==> config.mk <==
export PLATFORM = sky130hd
export DESIGN_NAME = audio_level_meter_flat
export DESIGN_NICKNAME = d
export VERILOG_FILES = /design/src/rtl/audio_level_meter_pkg.sv /design/src/rtl/audio_level_meter_if.sv /design/src/rtl/audio_level_meter_level_to_bar.sv /design/src/rtl/audio_level_meter.sv /design/src/flat_wrapper.sv
export SDC_FILE = /design/constraint.sdc
export NUM_CORES = 1
export LEC_CHECK = 0
export BUFFER_PORTS_ARGS = -buffer_cell sky130_fd_sc_hd__buf_2
export CORE_MARGIN = 3
export CORE_UTILIZATION = 55
export DETAILED_ROUTE_END_ITERATION = 6
export PLACE_DENSITY = 0.73
export SLEW_MARGIN = 20
export SYNTH_ARGS = -nofsm -noshare
export SYNTH_HDL_FRONTEND = slang
export SYNTH_SLANG_ARGS = --single-unit
==> constraint.sdc <==
create_clock -name clk -period 3.3 [get_ports clk]
set_clock_uncertainty 0.1 [all_clocks]
set_input_delay 0.99 -clock clk [delete_from_list [all_inputs] [get_ports clk]]
set_output_delay 0.99 -clock clk [all_outputs]
set_load 0.1 [all_outputs]
==> src/rtl/audio_level_meter_pkg.sv <==
// Shared defaults, mode encoding and pipeline stage numbering for the
// audio level meter.
package audio_meter_pkg;

   // Default configuration
   localparam int DEF_SAMPLE_W = 8;
   localparam int DEF_NUM_CH   = 2;
   localparam int DEF_WIN_LOG2 = 8;
   localparam int DEF_LED_N    = 8;
   localparam int DEF_HOLD_WIN = 4;

   // Display mode, latched when a window closes
   typedef enum logic {
      MODE_AVG  = 1'b0,
      MODE_PEAK = 1'b1
   } mode_e;

   // Pipeline stages counted in cycles after the closing sample:
   // SNAP holds the window snapshot, OUT holds the registered outputs.
   localparam int STAGE_SNAP = 1;
   localparam int STAGE_OUT  = 2;

endpackage

==> src/rtl/audio_level_meter_if.sv <==
// Sample stream in, level report out.
//
// Handshake: there is no ready. Every cycle with sample_valid=1 delivers one
// sample per channel and it is always consumed; silent only qualifies that
// cycle (the sample is counted but contributes zero). level_valid is a
// one-cycle pulse marking a new level_out/led_out; both hold in between.
interface audio_level_meter_if
   import audio_meter_pkg::*;
#(
   parameter int SAMPLE_W = DEF_SAMPLE_W,
   parameter int NUM_CH   = DEF_NUM_CH,
   parameter int LED_N    = DEF_LED_N
);
   logic                         sample_valid;
   logic [NUM_CH*SAMPLE_W-1:0]   sample;
   logic                         silent;
   logic                         mode;
   logic [NUM_CH*SAMPLE_W-1:0]   level_out;
   logic [NUM_CH*LED_N-1:0]      led_out;
   logic                         level_valid;

   modport master (
      output sample_valid, sample, silent, mode,
      input  level_out, led_out, level_valid
   );

   modport slave (
      input  sample_valid, sample, silent, mode,
      output level_out, led_out, level_valid
   );
endinterface

==> src/rtl/audio_level_meter_level_to_bar.sv <==
// Level to thermometer bar. Segment j lights when the level exceeds
// 2^(j+SAMPLE_W-LED_N); thresholds rise with j, so lit segments are always
// contiguous and the bar fills from its MSB downward.
module level_to_bar #(
   parameter int SAMPLE_W = 8,
   parameter int LED_N    = 8
) (
   input  logic [SAMPLE_W-1:0] level,
   output logic [LED_N-1:0]    bar
);

   for (genvar j = 0; j < LED_N; j++) begin : g_seg
      localparam logic [SAMPLE_W-1:0] THRESH = SAMPLE_W'(1) << (j + SAMPLE_W - LED_N);
      assign bar[LED_N-1-j] = (level > THRESH);
   end

endmodule

==> src/rtl/audio_level_meter.sv <==
// Multi-channel audio level meter: accumulates |sample| and peak over a
// window of 2^WIN_LOG2 accepted samples, then reports average or held peak
// per channel together with an LED bar, two cycles after the closing sample.
module audio_level_meter
   import audio_meter_pkg::*;
#(
   parameter int SAMPLE_W = DEF_SAMPLE_W,
   parameter int NUM_CH   = DEF_NUM_CH,
   parameter int WIN_LOG2 = DEF_WIN_LOG2,
   parameter int LED_N    = DEF_LED_N,
   parameter int HOLD_WIN = DEF_HOLD_WIN
) (
   input logic                clk,
   input logic                rst_n,
   audio_level_meter_if.slave bus
);

   // Wide enough for 2^WIN_LOG2 magnitudes of at most 2^(SAMPLE_W-1)
   localparam int ACC_W = SAMPLE_W + WIN_LOG2;
   localparam int AGE_W = (HOLD_WIN > 1) ? $clog2(HOLD_WIN) : 1;

   if (LED_N > SAMPLE_W) begin : g_bad_led_n
      $error("audio_level_meter: LED_N must not exceed SAMPLE_W");
   end
   if (HOLD_WIN < 1) begin : g_bad_hold_win
      $error("audio_level_meter: HOLD_WIN must be at least 1");
   end

   // Two's complement magnitude; the most negative code maps to 2^(SAMPLE_W-1)
   function automatic logic [SAMPLE_W-1:0] magnitude(input logic [SAMPLE_W-1:0] x);
      return x[SAMPLE_W-1] ? (~x + SAMPLE_W'(1)) : x;
   endfunction

   logic [WIN_LOG2-1:0]       win_cnt;
   logic                      win_close;
   logic [SAMPLE_W-1:0]       contrib   [NUM_CH];
   logic [ACC_W-1:0]          acc       [NUM_CH];
   logic [ACC_W-1:0]          acc_add   [NUM_CH];
   logic [SAMPLE_W-1:0]       peak      [NUM_CH];
   logic [SAMPLE_W-1:0]       peak_upd  [NUM_CH];
   logic [SAMPLE_W-1:0]       snap_avg  [NUM_CH];
   logic [SAMPLE_W-1:0]       snap_peak [NUM_CH];
   mode_e                     snap_mode;
   logic [STAGE_OUT:STAGE_SNAP] pipe_v;
   logic [SAMPLE_W-1:0]       held      [NUM_CH];
   logic [SAMPLE_W-1:0]       held_nxt  [NUM_CH];
   logic [AGE_W-1:0]          age       [NUM_CH];
   logic [AGE_W-1:0]          age_nxt   [NUM_CH];
   logic [SAMPLE_W-1:0]       level_nxt [NUM_CH];
   logic [SAMPLE_W-1:0]       level_q   [NUM_CH];
   logic [LED_N-1:0]          bar_nxt   [NUM_CH];
   logic [LED_N-1:0]          bar_q     [NUM_CH];

   // The window closes on the sample that brings the counter back to zero
   assign win_close = bus.sample_valid && (win_cnt == '1);

   // Per-channel contribution of the current cycle and the running totals it produces
   always_comb begin
      for (int c = 0; c < NUM_CH; c++) begin
         contrib[c] = '0;
         if (bus.sample_valid && !bus.silent) begin
            contrib[c] = magnitude(bus.sample[c*SAMPLE_W +: SAMPLE_W]);
         end
         acc_add[c]  = acc[c] + ACC_W'(contrib[c]);
         peak_upd[c] = (contrib[c] > peak[c]) ? contrib[c] : peak[c];
      end
   end

   // Window accumulation; at close the totals (including the closing sample)
   // are snapshotted and cleared in the same cycle so the next sample starts afresh
   always_ff @(posedge clk or negedge rst_n) begin
      if (!rst_n) begin
         win_cnt   <= '0;
         snap_mode <= MODE_AVG;
         for (int c = 0; c < NUM_CH; c++) begin
            acc[c]       <= '0;
            peak[c]      <= '0;
            snap_avg[c]  <= '0;
            snap_peak[c] <= '0;
         end
      end else if (bus.sample_valid) begin
         win_cnt <= win_cnt + 1'b1;
         for (int c = 0; c < NUM_CH; c++) begin
            if (win_close) begin
               acc[c]       <= '0;
               peak[c]      <= '0;
               snap_avg[c]  <= acc_add[c][ACC_W-1:WIN_LOG2];
               snap_peak[c] <= peak_upd[c];
            end else begin
               acc[c]  <= acc_add[c];
               peak[c] <= peak_upd[c];
            end
         end
         if (win_close) begin
            snap_mode <= mode_e'(bus.mode);
         end
      end
   end

   // Stage valid flags: snapshot ready, then outputs ready
   always_ff @(posedge clk or negedge rst_n) begin
      if (!rst_n) begin
         pipe_v <= '0;
      end else begin
         pipe_v <= {pipe_v[STAGE_SNAP], win_close};
      end
   end

   // Peak-hold decision and output level selection from the snapshot
   always_comb begin
      for (int c = 0; c < NUM_CH; c++) begin
         held_nxt[c] = held[c];
         age_nxt[c]  = '0;
         if (snap_peak[c] >= held[c]) begin
            held_nxt[c] = snap_peak[c];
         end else if (age[c] == AGE_W'(HOLD_WIN - 1)) begin
            held_nxt[c] = snap_peak[c];
         end else begin
            age_nxt[c] = age[c] + 1'b1;
         end
         level_nxt[c] = (snap_mode == MODE_PEAK) ? held_nxt[c] : snap_avg[c];
      end
   end

   // Commit hold state and register the outputs once per window
   always_ff @(posedge clk or negedge rst_n) begin
      if (!rst_n) begin
         for (int c = 0; c < NUM_CH; c++) begin
            held[c]    <= '0;
            age[c]     <= '0;
            level_q[c] <= '0;
            bar_q[c]   <= '0;
         end
      end else if (pipe_v[STAGE_SNAP]) begin
         for (int c = 0; c < NUM_CH; c++) begin
            held[c]    <= held_nxt[c];
            age[c]     <= age_nxt[c];
            level_q[c] <= level_nxt[c];
            bar_q[c]   <= bar_nxt[c];
         end
      end
   end

   for (genvar c = 0; c < NUM_CH; c++) begin : g_ch
      level_to_bar #(
         .SAMPLE_W (SAMPLE_W),
         .LED_N    (LED_N)
      ) u_bar (
         .level (level_nxt[c]),
         .bar   (bar_nxt[c])
      );
      assign bus.level_out[c*SAMPLE_W +: SAMPLE_W] = level_q[c];
      assign bus.led_out[c*LED_N +: LED_N]         = bar_q[c];
   end

   assign bus.level_valid = pipe_v[STAGE_OUT];

endmodule

==> src/flat_wrapper.sv <==
// flat-port wrapper written by rule: the top's interface ports become plain ports
module audio_level_meter_flat import audio_meter_pkg::*;
#(
   parameter int SAMPLE_W = DEF_SAMPLE_W,
   parameter int NUM_CH   = DEF_NUM_CH,
   parameter int WIN_LOG2 = DEF_WIN_LOG2,
   parameter int LED_N    = DEF_LED_N,
   parameter int HOLD_WIN = DEF_HOLD_WIN
)
  (clk, rst_n, bus_sample_valid, bus_sample, bus_silent, bus_mode, bus_level_out, bus_led_out, bus_level_valid);
  audio_level_meter_if #(.SAMPLE_W(SAMPLE_W), .NUM_CH(NUM_CH), .LED_N(LED_N)) bus_i ();
  input logic clk;
  input logic rst_n;
  input wire logic [$bits(bus_i.sample_valid)-1:0] bus_sample_valid;
  input wire logic [$bits(bus_i.sample)-1:0] bus_sample;
  input wire logic [$bits(bus_i.silent)-1:0] bus_silent;
  input wire logic [$bits(bus_i.mode)-1:0] bus_mode;
  output wire logic [$bits(bus_i.level_out)-1:0] bus_level_out;
  output wire logic [$bits(bus_i.led_out)-1:0] bus_led_out;
  output wire logic [$bits(bus_i.level_valid)-1:0] bus_level_valid;
  assign bus_i.sample_valid = bus_sample_valid;
  assign bus_i.sample = bus_sample;
  assign bus_i.silent = bus_silent;
  assign bus_i.mode = bus_mode;
  assign bus_level_out = bus_i.level_out;
  assign bus_led_out = bus_i.led_out;
  assign bus_level_valid = bus_i.level_valid;
  audio_level_meter #(.SAMPLE_W(SAMPLE_W), .NUM_CH(NUM_CH), .WIN_LOG2(WIN_LOG2), .LED_N(LED_N), .HOLD_WIN(HOLD_WIN)) u_core (.clk(clk), .rst_n(rst_n), .bus(bus_i));
endmodule
Word level (Yosys, flattened, before mapping)
Cells that the tools add are included.
{ "totals": {"input_bits": 21, "latch_bits": 0, "n_memories": 0, "rom_bits": 0, "ff_bits": 143, "mem_bits_rw": 0, "output_inout_bits": 33} }
{ "classes": {"n_mul": 0, "div": 0, "bitwise_logic": 2, "n_eq_ne": 3, "shifts": 0, "reduce_logical": 4, "muxes": 20, "add_sub_neg": 7, "order_cmp": 20} }
{ "op_table": {"columns": ["cell", "n"], "rows": [
  ["$mux W8", 14],
  ["$add A16 B8 Y16", 2],
  ["$mux W16", 2],
  ["$add A8 B1 Y8 const B", 3],
  ["$ge A8 B8 Y1", 2],
  ["$gt A8 B1 Y1 const B", 2],
  ["$gt A8 B2 Y1 const B", 2],
  ["$gt A8 B3 Y1 const B", 2],
  ["$gt A8 B4 Y1 const B", 2],
  ["$gt A8 B5 Y1 const B", 2],
  ["$gt A8 B6 Y1 const B", 2],
  ["$gt A8 B7 Y1 const B", 2],
  ["$gt A8 B8 Y1", 2],
  ["$gt A8 B8 Y1 const B", 2],
  ["$not A8 Y8", 2],
  ["$eq A8 B8 Y1 const B", 1],
  ["$mux W2", 4],
  ["$add A2 B1 Y2 const B", 2],
  ["$eq A2 B2 Y1 const B", 2],
  ["$logic_and A1 B1 Y1", 2],
  ["$reduce_and A2 Y1", 1],
  ["$logic_not A1 Y1", 1]
]} }

Longest topological paths before layout
{ "logic_depth": {"word_depth": 7, "depth_mapped": 16, "ltp_nobuf": 14} }

Cells and area by module
Synthesis repeated with hierarchy kept, for this count alone.
{ "unflattened": {"cells_unflattened": 850, "hier_area_um2": 8364.3} }
{ "modules_own_cells": {"columns": ["module", "area_each_um2", "cells_each", "seq_area_each_um2", "instances"], "rows": [
  ["audio_level_meter", 8116.5, 812, 3578.4, 1],
  ["level_to_bar", 123.9, 19, 0.0, 2]
]} }

Worst setup path after synthesis
Ideal clock, no wire load.
{ "synth_timing": {"kind": "input to register", "start": "in bus_sample_valid", "end": "reg u_core.acc[15] in the netlist's numbering", "arrival_ps": 3590, "path_stages": 12, "required_time_ps": 3076, "path_buffers": 2, "path_slack_ps": -514, "path_cell_list": "clkbuf_1 nand2b_1 clkbuf_1 nor2_1 ha_1 a21o_1 a21o_1 a2111oi_1 o41ai_2 nand4_1 nor3_1 a211o_1"} }
{ "synth_between": {"elab_chain_len": 4} }
{ "synth_rtl": {"columns": ["item", "line", "text"], "rows": [
  ["start, declared", "flat_wrapper.sv:14", "input wire logic [$bits(bus_i.sample_valid)-1:0] bus_sample_valid;"],
  ["$logic_and A1 B1 Y1", "audio_level_meter.sv:61", "if (bus.sample_valid && !bus.silent) begin"],
  ["$mux W8", "audio_level_meter.sv:61", null],
  ["$add A16 B8 Y16", "audio_level_meter.sv:64", "acc_add[c] = acc[c] + ACC_W'(contrib[c]);"],
  ["$mux W16", "audio_level_meter.sv:84", "if (win_close) begin"],
  ["end signal, assigned by index", "audio_level_meter.sv:90", "acc[c] <= acc_add[c];"],
  ["end, declared", "audio_level_meter.sv:37", "logic [ACC_W-1:0] acc [NUM_CH];"]
]} }
Several ways; a longest one is shown, not always the timed one.
A chain may end at the register's enable or synchronous reset.

Worst setup path in the final report
{ "layout_timing": {"start": "in bus_sample[10]", "end": "reg u_core.acc[15] in the netlist's numbering"} }
{ "layout_between": {"elab_chain_len": 6} }
{ "layout_rtl": {"columns": ["item", "line", "text"], "rows": [
  ["start, declared", "flat_wrapper.sv:15", "input wire logic [$bits(bus_i.sample)-1:0] bus_sample;"],
  ["$not A8 Y8", "audio_level_meter.sv:31", "return x[SAMPLE_W-1] ? (~x + SAMPLE_W'(1)) : x;"],
  ["$add A8 B1 Y8", "audio_level_meter.sv:31", null],
  ["$mux W8 (*)", "audio_level_meter.sv:31", null],
  ["$mux W8 (*)", "audio_level_meter.sv:61", null],
  ["$add A16 B8 Y16 (*)", "audio_level_meter.sv:64", null],
  ["$mux W16 (*)", "audio_level_meter.sv:84", null]
]} }
Every way passes the cells marked *; elsewhere a longest branch is shown, timed or not.

==> run_results.csv <==
group,metric,value,unit
clock_network,cts_hold_buf,0,
finish,diodes,0,
yosys,syn_inst,879,
clock_network,cts_tree,"yes",
detailed_routing,drtIter0Drc,393,
detailed_routing,top_layer_used,"met4",
detailed_routing,route.detailed.drc,0,
detailed_routing,wl_met1,9.34,mm
worst_setup_path,crit_required,3.51,ns
yosys,synth_ff_type,"dfrtp_1",
pwr,power.density,498,nW/um^2
yosys,synth-edff-count,0,
finish,n_fill_cell,1057,
floorplanning,pin_count,54,
detailed_routing,wire_per_inst,16.3,um
finish,final_common_cell,"dfrtp_1",
detailed_routing,vias,7068,
clock_network,clock_latency,0.42,ns
floorplanning,rows,44,
timing,max_freq,304,MHz
detailed_routing,dr_wl_met2,9.53,mm
finish,final-seq-area,3580,um^2
floorplanning,dieArea,16700,um^2
worst_setup_path,critPathLaunchType,"input pin",
global_route,groute.usage.overall,0.241,
clock_network,cts_buffers,17,
hold_path,hp-class,"in -> async",
detailed_routing,routed_wl,19.8,mm
timing,fin_crit,3.29,ns
global_route,grt_pass1_vias,6807,
global_route,grt_max_degree,49,
timing,maxSlewViolCount,0,
yosys,synth_area,8370,um^2
yosys,async_flop_share,1.00,
floorplanning,coreArea,14700,um^2
detailed_routing,viasPerCell,5.81,
clock_network,cts_sinks,143,
clock_network,clk_pin_slew,0.06,ns
detailed_routing,met3_length,714,um
finish,final_util,0.728,
finish,layout_common_cells,"dfrtp_1, buf_4, nand2_1, nor2_1, inv_1",
finish,layout.nets,1095,
placed_design,dpl_cell_area,9730,um^2
worst_setup_path,worstPathCellList,"buf_8, or3_4, o31ai_4, xor2_1, nor2_2, ha_4, a21oi_4, o41ai_2, buf_4, nand4_1, and3_1, a211o_1",
placed_design,port_buffers,53,
worst_setup_path,critPathArrivalTime,3.50,ns
timing,period_share,0.998,
worst_setup_path,end_kind,"flip-flop",
yosys,synth_compound_area_frac,0.200,
worst_setup_path,critPathSlowestCell,"or3_4",
pwr,finalPower,0.00533,W
floorplanning,fp.dieH,129,um
worst_setup_path,path_max_fanout,3,
floorplanning,initial_core_util,0.569,
clock_network,h-tree-depth,4,
placed_design,gp_congestion,0.825,
finish,syn2layout_area_growth,27.9,%
timing,worstMarginPinSlew,0.641,ns
yosys,synth_nets,955,
yosys,synth_simple_gate_area_frac,0.146,
pwr,p_leak,5.10,nW
yosys,synth_xor_area_frac,0.0450,
yosys,ys_seq_area_frac,0.428,
yosys,ys_warn_count,0,
global_route,grt_pass1_wl,32.7,mm
detailed_routing,drt_first_pass_iters,5,
yosys,synth_cell_types,63,
yosys,synth_seq_cells,143,
flow_run,drv_cap,0,
clock_network,cts_buffer_depth,2,
finish,multiInputGateArea,4910,um^2
finish,drive_above_1_share,0.313,
yosys,synth_top_family_by_area,"compound AO/OA/AOI/OAI gates",
global_route,antenna_found_initial,0,
timing,hold_viol_final,0,
yosys,postSynthAreaPerCell,9.52,um^2
detailed_routing,drtAntennaViolNets,0,
timing,rsz0062_at_grt,"yes",
floorplanning,die_w,129,um
placed_design,detailed_place_hpwl,13.7,mm
global_route,grt_overflow_total,0,
worst_setup_path,crit_buf_inv,2,
timing,setup_tns,0,ns
yosys,muxShareOfSynthArea,0.0506,
worst_setup_path,critPathKind,"in -> reg",
run_status,status,"finished, final reports clean",
timing,max_slew_margin,0.571,
worst_setup_path,slowest_delay,0.38,ns
pwr,ir_drop,0.433,mV
clock_network,cts_root_buffer,"clkbuf_16",
finish,final_area,10700,um^2
yosys,synth_adder_area_share,0.0841,
worst_setup_path,cpLargestDelayFamily,"compound AO/OA/AOI/OAI gates",
timing,final-setup-viol-count,0,
==> final timing paths <==
check | from | end | slack [ns] | cells after the start
min in group clk | u_core.snap_avg[12]$_DFFE_PN0P_ | u_core.snap_avg[12]$_DFFE_PN0P_ | 0.38 | 2
max in group asynchronous | rst_n | u_core.acc[10]$_DFFE_PN0P_ | 2.02 | 2
max reg2reg | u_core.held[13]$_DFFE_PN0P_ | u_core.bus.led_out[7]$_DFFE_PN0P_ | 0.32 | 9
min | rst_n | u_core.age[1]$_DFFE_PN0P_ | 0.36 | 1
max | bus_sample[10] | u_core.acc[15]$_DFFE_PN0P_ | 0.008 | 12
min reg2reg | u_core.snap_avg[12]$_DFFE_PN0P_ | u_core.snap_avg[12]$_DFFE_PN0P_ | 0.38 | 2
==> metal layers <==
layer / GRT usage / vias to the layer above
li1: - / 3461
met1: 0.330 / 3444
met2: 0.396 / 143
met3: 0.0470 / 20
met4: 0.0599 / 0
met5: 0 / -
==> report_power, final <==
part	internal (W)	leakage [nW]	switching (W)
clock	0.00100	0.276	0.000805
combinational	0.000744	2.90	0.000682
sequential	0.00192	1.92	0.000172
==> state kept, by name, summed over array words and instances, names as in the netlist <==
| register | flops |
|---|---|
| u_core.snap_peak | 16 |
| u_core.snap_avg | 16 |
| u_core.bus.level_out | 16 |
| u_core.win_cnt | 8 |
| u_core.age | 4 |
| u_core.pipe_v | 2 |
| u_core.acc | 32 |
| u_core.snap_mode | 1 |
| u_core.held | 16 |
| u_core.peak | 16 |
| u_core.bus.led_out | 16 |
==> cells in the mapped netlist, drive strengths merged (22+ instances only) <==
cell type  number  area share
nor3           24       0.014
a21oi          39       0.024
ha             53       0.079
dfrtp         143        0.43
nor2           81       0.036
mux2           26       0.035
inv            56       0.025
o21ai          61       0.036
xnor2          23       0.024
nand2          84       0.038
nand3          22       0.013
clkbuf         34       0.015
==> stage by stage <==
stage	instances	worst slack, ns	hold WS [ns]
after floorplan	879	-0.141	0.252
after detailed placement	1176	-0.409	0.372
after global routing	1216	-0.105	0.383
after CTS	1208	0.0121	0.373
final	1216	0.00816	0.364
after global placement	1176	-0.355	0.364
==> cell type report <==
class                      instances  share of cell area
timing repair buffer             164               0.111
multi-input combinational        637               0.459
tap                              184              0.0215
sequential                       143               0.335
clock inverter                    14              0.0111
clock buffer                      18              0.0411
inverter                          56              0.0222
==> logic make-up after synthesis <==
logic type / Yosys count
buffers and inverters: 99
DFF: 143
and+or+nand+nor: 265
adders and majority gates: 55
AOI/OAI and AO/OA: 235
muxes: 39
xor gates and xnor gates: 43
==> worst reg2reg max path, delay by kind of cell, from the launching register on <==
family | cells | cell delay, ns
flops | 1 | 0.37
fa+ha+maj | 1 | 0.32
simple gates | 1 | 0.39
buf+inv | 1 | 0.05
compound gates | 6 | 1.63
==> what timing repair did <==
| action | in CTS | in global routing |
|---|---|---|
| setup endpoints to repair | 0 | 63 |
| hold endpoints to repair | 0 | 0 |
| gates resized for setup | 0 | 82 |
| setup buffers | 0 | 10 |
(Power assumes the default switching activity.)
